$ cat config.mk
export PLATFORM = sky130hd
export DESIGN_NAME = snd_voice_sched
export DESIGN_NICKNAME = d
export VERILOG_FILES = /design/src/rtl/snd_voice_sched.sv
export SDC_FILE = /design/constraint.sdc
export NUM_CORES = 1
export LEC_CHECK = 0
export ABC_AREA = 1
export BUFFER_PORTS_ARGS = -buffer_cell sky130_fd_sc_hd__buf_2
export CAP_MARGIN = 20
export CORE_AREA = 2 2 73 75
export CTS_CLUSTER_DIAMETER = 60
export DETAILED_ROUTE_END_ITERATION = 12
export DIE_AREA = 0 0 75 77
export GPL_TIMING_DRIVEN = 0
export PLACE_DENSITY_LB_ADDON = 0.12
export SYNTH_ARGS = -nofsm -noshare
export SYNTH_HDL_FRONTEND = slang
export SYNTH_SLANG_ARGS = --single-unit
$ cat constraint.sdc
create_clock -name CLK -period 2.1 [get_ports CLK]
set_input_delay 0.315 -clock CLK [delete_from_list [all_inputs] [get_ports CLK]]
set_output_delay 0.315 -clock CLK [all_outputs]
set_load 0.01 [all_outputs]
$ cat src/rtl/snd_voice_sched.sv
// Fixed-priority, frame-aligned scheduler granting one sound source the 16-bit sample channel.
// Optional SND_UNDERRUN_CNT_EN adds a saturating underrun counter output.
module snd_voice_sched #(
    parameter int NUM_SRC     = 4,
    parameter int DIV         = 256,
    parameter int ACK_TIMEOUT = 16
) (
    input  logic                   CLK,
    input  logic                   XRST,
    input  logic [NUM_SRC-1:0]     src_req,
    input  logic [16*NUM_SRC-1:0]  smp_data,
    input  logic [NUM_SRC-1:0]     smp_valid,
    output logic [NUM_SRC-1:0]     src_gnt,
    output logic [NUM_SRC-1:0]     smp_rd,
    output logic [15:0]            soundData,
    output logic                   soundOn,
    output logic                   frame_tick,
    output logic [2:0]             cur_src
`ifdef SND_UNDERRUN_CNT_EN
    ,
    output logic [7:0]             underrun_cnt
`endif
);

    localparam logic [7:0] FRAME_LAST = 8'(DIV - 1);
    localparam int         WW         = $clog2(ACK_TIMEOUT + 1);
    localparam logic [WW-1:0] WAIT_LAST = WW'(ACK_TIMEOUT - 1);

    typedef enum logic [1:0] {IDLE, FETCH, WAIT, PLAY} state_t;

    state_t             state, state_n;
    logic [7:0]         frame_cnt;
    logic [WW-1:0]      wait_cnt;
    logic [2:0]         win_idx;
    logic [NUM_SRC-1:0] win_oh;
    logic               win_any;
    logic               sel_valid;
    logic [15:0]        sel_data;
    logic               load_gnt, clr_gnt, capture, underrun;

    // frame_tick is registered so it is high while the counter reads 0
    always_ff @(posedge CLK or negedge XRST) begin
        if (!XRST) begin
            frame_cnt  <= '0;
            frame_tick <= 1'b0;
        end else begin
            frame_tick <= (frame_cnt == FRAME_LAST);
            frame_cnt  <= (frame_cnt == FRAME_LAST) ? '0 : frame_cnt + 8'd1;
        end
    end

    always_comb begin
        win_idx = '0;
        win_oh  = '0;
        win_any = 1'b0;
        for (int unsigned i = 0; i < NUM_SRC; i++) begin
            if (src_req[i] && !win_any) begin
                win_idx   = 3'(i);
                win_oh[i] = 1'b1;
                win_any   = 1'b1;
            end
        end
    end

    always_comb begin
        sel_valid = 1'b0;
        sel_data  = '0;
        for (int unsigned i = 0; i < NUM_SRC; i++) begin
            if (3'(i) == cur_src) begin
                sel_valid = smp_valid[i];
                sel_data  = smp_data[16*i +: 16];
            end
        end
    end

    always_ff @(posedge CLK or negedge XRST) begin
        if (!XRST) state <= IDLE;
        else       state <= state_n;
    end

    always_comb begin
        state_n  = state;
        load_gnt = 1'b0;
        clr_gnt  = 1'b0;
        capture  = 1'b0;
        underrun = 1'b0;
        smp_rd   = '0;
        case (state)
            IDLE: begin
                if (frame_tick && win_any) begin
                    load_gnt = 1'b1;
                    state_n  = FETCH;
                end
            end
            FETCH: begin
                smp_rd  = src_gnt;
                state_n = WAIT;
            end
            WAIT: begin
                // valid wins over a timeout expiring in the same cycle
                if (sel_valid) begin
                    capture = 1'b1;
                    state_n = PLAY;
                end else if (wait_cnt == WAIT_LAST) begin
                    underrun = 1'b1;
                    state_n  = PLAY;
                end
            end
            PLAY: begin
                if (frame_tick) begin
                    if (win_any) begin
                        load_gnt = 1'b1;
                        state_n  = FETCH;
                    end else begin
                        clr_gnt = 1'b1;
                        state_n = IDLE;
                    end
                end
            end
            default: state_n = IDLE;
        endcase
    end

    always_ff @(posedge CLK or negedge XRST) begin
        if (!XRST) begin
            src_gnt   <= '0;
            cur_src   <= '0;
            soundOn   <= 1'b0;
            soundData <= '0;
            wait_cnt  <= '0;
        end else begin
            if (load_gnt) begin
                src_gnt <= win_oh;
                cur_src <= win_idx;
                soundOn <= 1'b1;
            end else if (clr_gnt) begin
                src_gnt <= '0;
                cur_src <= '0;
                soundOn <= 1'b0;
            end
            if (capture)
                soundData <= sel_data;
            else if (underrun || clr_gnt)
                soundData <= '0;
            wait_cnt <= (state == WAIT) ? wait_cnt + 1'b1 : '0;
        end
    end

`ifdef SND_UNDERRUN_CNT_EN
    always_ff @(posedge CLK or negedge XRST) begin
        if (!XRST)
            underrun_cnt <= '0;
        else if (clr_gnt)
            underrun_cnt <= '0;
        else if (underrun && underrun_cnt != 8'hFF)
            underrun_cnt <= underrun_cnt + 8'd1;
    end
`endif

endmodule

==> results.sh <==
export IMPL_drt_wirelength_per_cell_um=12.6
export IMPL_numCtsBuffers=5
export IMPL_viasPerCell=4.81
export IMPL_cts_buffer_depth=2
export IMPL_power_density_nw_per_um2=820
export IMPL_min_path_type="in2async"
export IMPL_syn_nets=370
export IMPL_dpl_cell_area_sq_um=2890
export IMPL_synth_adder_area_share_pct=4.36
export IMPL_period_needed_ns=1.79
export IMPL_netSwitchingPower_mw=0.900
export IMPL_io_pins=103
export IMPL_postLayoutCoreUtil_pct=59.9
export IMPL_ctsResizeCount=0
export IMPL_p_clk_share_pct=21.7
export IMPL_fin_ws_ns=0.306
export IMPL_synth_compound_area_share_pct=6.98
export IMPL_setup_violations=0
export IMPL_internal_power_mw=1.55
export IMPL_syn_area_per_cell_sq_um=7.97
export IMPL_tightest_slew_ns=0.881
export IMPL_start_util_pct=46.1
export IMPL_hold_violations=0
export IMPL_p_sw_share_pct=36.8
export IMPL_vias=2247
export IMPL_yosys_warnings=0
export IMPL_cts_sinks=39
export IMPL_hpwl_mm=4.57
export IMPL_ant_nets=0
export IMPL_numPortBuffers=101
export IMPL_synth_xor_area_share_pct=1.91
export IMPL_synth_top_family_by_area="simple AND/OR/NAND/NOR gates"
export IMPL_setup_tns_ns=0
export IMPL_timing_fmax_mhz=558
export IMPL_grt_pass1_wl_mm=9.82
export IMPL_synth_simple_gate_area_share_pct=37.7
export IMPL_endpoint_kind="register"
export IMPL_diodes=0
export IMPL_dieArea_sq_um=5780
export IMPL_clk_pin_slew_ns=0.08
export IMPL_ys_top_cells_by_area="dfrtp_1 (43%), nand2_1 (12%), nand3_1 (10%)"
export IMPL_synth_top_area_share_pct=42.5
export IMPL_leakage_nw=1.68
export IMPL_p_comb_share_pct=35.4
export IMPL_antenna_found_initial=0
export IMPL_status="finished, final reports clean"
export IMPL_clock_tree_root_cell="clkbuf_8"
export IMPL_syn_cell_area_sq_um=2300
export IMPL_drive_gt1_share_pct=36.5
export IMPL_start_kind="register"
export IMPL_core_area_sq_um=4980
export IMPL_post_cts_buffers=0
export IMPL_wirelength_mm=5.89
export IMPL_finalMaxSlewViolations=0
export IMPL_rsz0062_at_grt="no"
export IMPL_grt_pass1_vias=2219
export IMPL_die_h_um=77
export IMPL_place_ws_ns=0.325
export IMPL_cap_violations=0
export IMPL_die_w_um=75
export IMPL_area_delta_synth_final_pct=29.9
export IMPL_final_cell_mix="buf_2 (104), nand2_1 (76), nand3_1 (48), dfrtp_1 (39), o21ai_0 (23)"
export IMPL_dp_cells=459
export IMPL_ctsHoldBuffers=0
export IMPL_drc_errors=0
export IMPL_gp_congestion=0.805
export IMPL_yosysSeqAreaShare_pct=42.5
export IMPL_final_nets=478
export IMPL_drtIter0Drc=90
export IMPL_critical_path_max_fanout=10
export IMPL_relSlewSlack_pct=41.3
export IMPL_mostFrequentLayoutCell="buf_2"
export IMPL_synthMuxAreaShare_pct=0
export IMPL_track_usage_pct=21.9
export IMPL_peakVddDrop_v=0.000357
export IMPL_synth_area_leader_cell="dfrtp_1"
export IMPL_p_seq_share_pct=42.9
export IMPL_ys_ff_latch=39
export IMPL_clk_latency_ns=0.30
export IMPL_syn_inst=288
export IMPL_grt_ovfl_total=0
export IMPL_htreeDepth=2
export IMPL_cts_tree="built"
export IMPL_grt_max_degree=40
export IMPL_fill_cells=491
export IMPL_fin_worst_skew_ns=0.0112
export IMPL_min_period_over_period_pct=85.4
export IMPL_first_pass_iters=4
export IMPL_worstSetupPathType="reg2reg"
export IMPL_instances_no_fill=467
export IMPL_std_cell_rows=26
export IMPL_crit_required_ns=2.33
export IMPL_post_synth_num_cell_types=29
export IMPL_cp_arrival_ns=2.02
export IMPL_postLayoutCellArea_sq_um=2980
[synth_stat cells (all sizes together)]
| library cell | number |
|---|---|
| xor2 | 4 |
| a21oi | 3 |
| conb | 1 |
| nand2 | 80 |
| ha | 8 |
| nor2 | 16 |
| buf | 7 |
| nand3b | 1 |
| o22ai | 4 |
| xnor2 | 1 |
| nand4 | 3 |
| nor3b | 2 |
| dfrtp | 39 |
| clkbuf | 4 |
| o21ai | 24 |
| or2 | 12 |
| nand3 | 59 |
| inv | 20 |
[registers in the layout, summed over array words and instances, names as in the netlist]
register / cells
cur_src: 2
frame_cnt: 8
frame_tick: 1
soundData: 16
soundOn: 1
src_gnt: 4
state: 2
wait_cnt: 5
[metal layers]
| metal | global-route usage [%] | vias up | share of wire, % |
|---|---|---|---|
| met3 | 4.99 | 7 | 5.4 |
| li1 | - | 1163 | - |
| met2 | 35.4 | 63 | 48 |
| met5 | 0 | - | 0 |
| met4 | 6.43 | 0 | 1.4 |
| met1 | 29.1 | 1014 | 45 |
[critical path: stages, from the launching register on]
cell and delay, ns:
dfrtp_1 0.44, inv_1 0.12, ha_1 0.32, nor2_1 0.14, nand3_1 0.31, nand3b_1 0.31, nand3_1 0.10
[area by class of cell]
| class | instances | area, sq um | share of cell area [%] |
|---|---|---|---|
| clock buffer | 5 | 68.8 | 2.31 |
| buffer | 11 | 72.6 | 2.43 |
| timing repair buffer | 101 | 505 | 16.9 |
| tap | 70 | 87.6 | 2.94 |
| sequential | 39 | 976 | 32.7 |
| clock inverter | 3 | 25.0 | 0.839 |
| inverter | 20 | 75.1 | 2.52 |
| multi-input combinational | 218 | 1170 | 39.3 |
[path summary, 6_finish.rpt]
check | slack [ns] | from | end | depth (start not counted)
hold / removal | 0.13 | XRST | soundData[7] | 1
min in group CLK | 0.30 | src_req[0] | src_gnt[1] | 4
max in group asynchronous | 1.41 | XRST | wait_cnt[0] | 1
setup reg to reg | 0.31 | state[0] | cur_src[1] | 6
setup / recovery | 0.31 | state[0] | cur_src[1] | 6
hold reg to reg | 0.47 | frame_cnt[0] | frame_cnt[0] | 1
[power groups by stage]
stage	clock (mW)	sequential [mW]	combinational, mW
6_report	0.532	1.05	0.866
3_3_place_gp	0	1.06	0.867
4_1_cts	0.545	1.05	0.879
2_1_floorplan	0	1.13	0.480
3_5_place_dp	0	1.06	0.878
5_1_grt	0.571	1.08	0.979
[stage by stage]
step / hold slack (ns) / power (mW)
after CTS: 0.164 / 2.48
after global placement: 0.450 / 1.93
after global routing: 0.210 / 2.63
after floorplan: 0.0194 / 1.60
after detailed placement: 0.454 / 1.94
final: 0.134 / 2.45
[logic make-up (layout without fill, tap and decap cells)]
family	count (synthesis)	count (layout)
other	1	1
XOR/XNOR	5	5
AND/OR/NAND/NOR	173	173
buffers and inverters	31	140
adder cells (fa/ha/maj)	8	8
AO/OA/AOI/OAI	31	31
flip-flops	39	39
No activity file was read; power rests on OpenSTA's default activity.
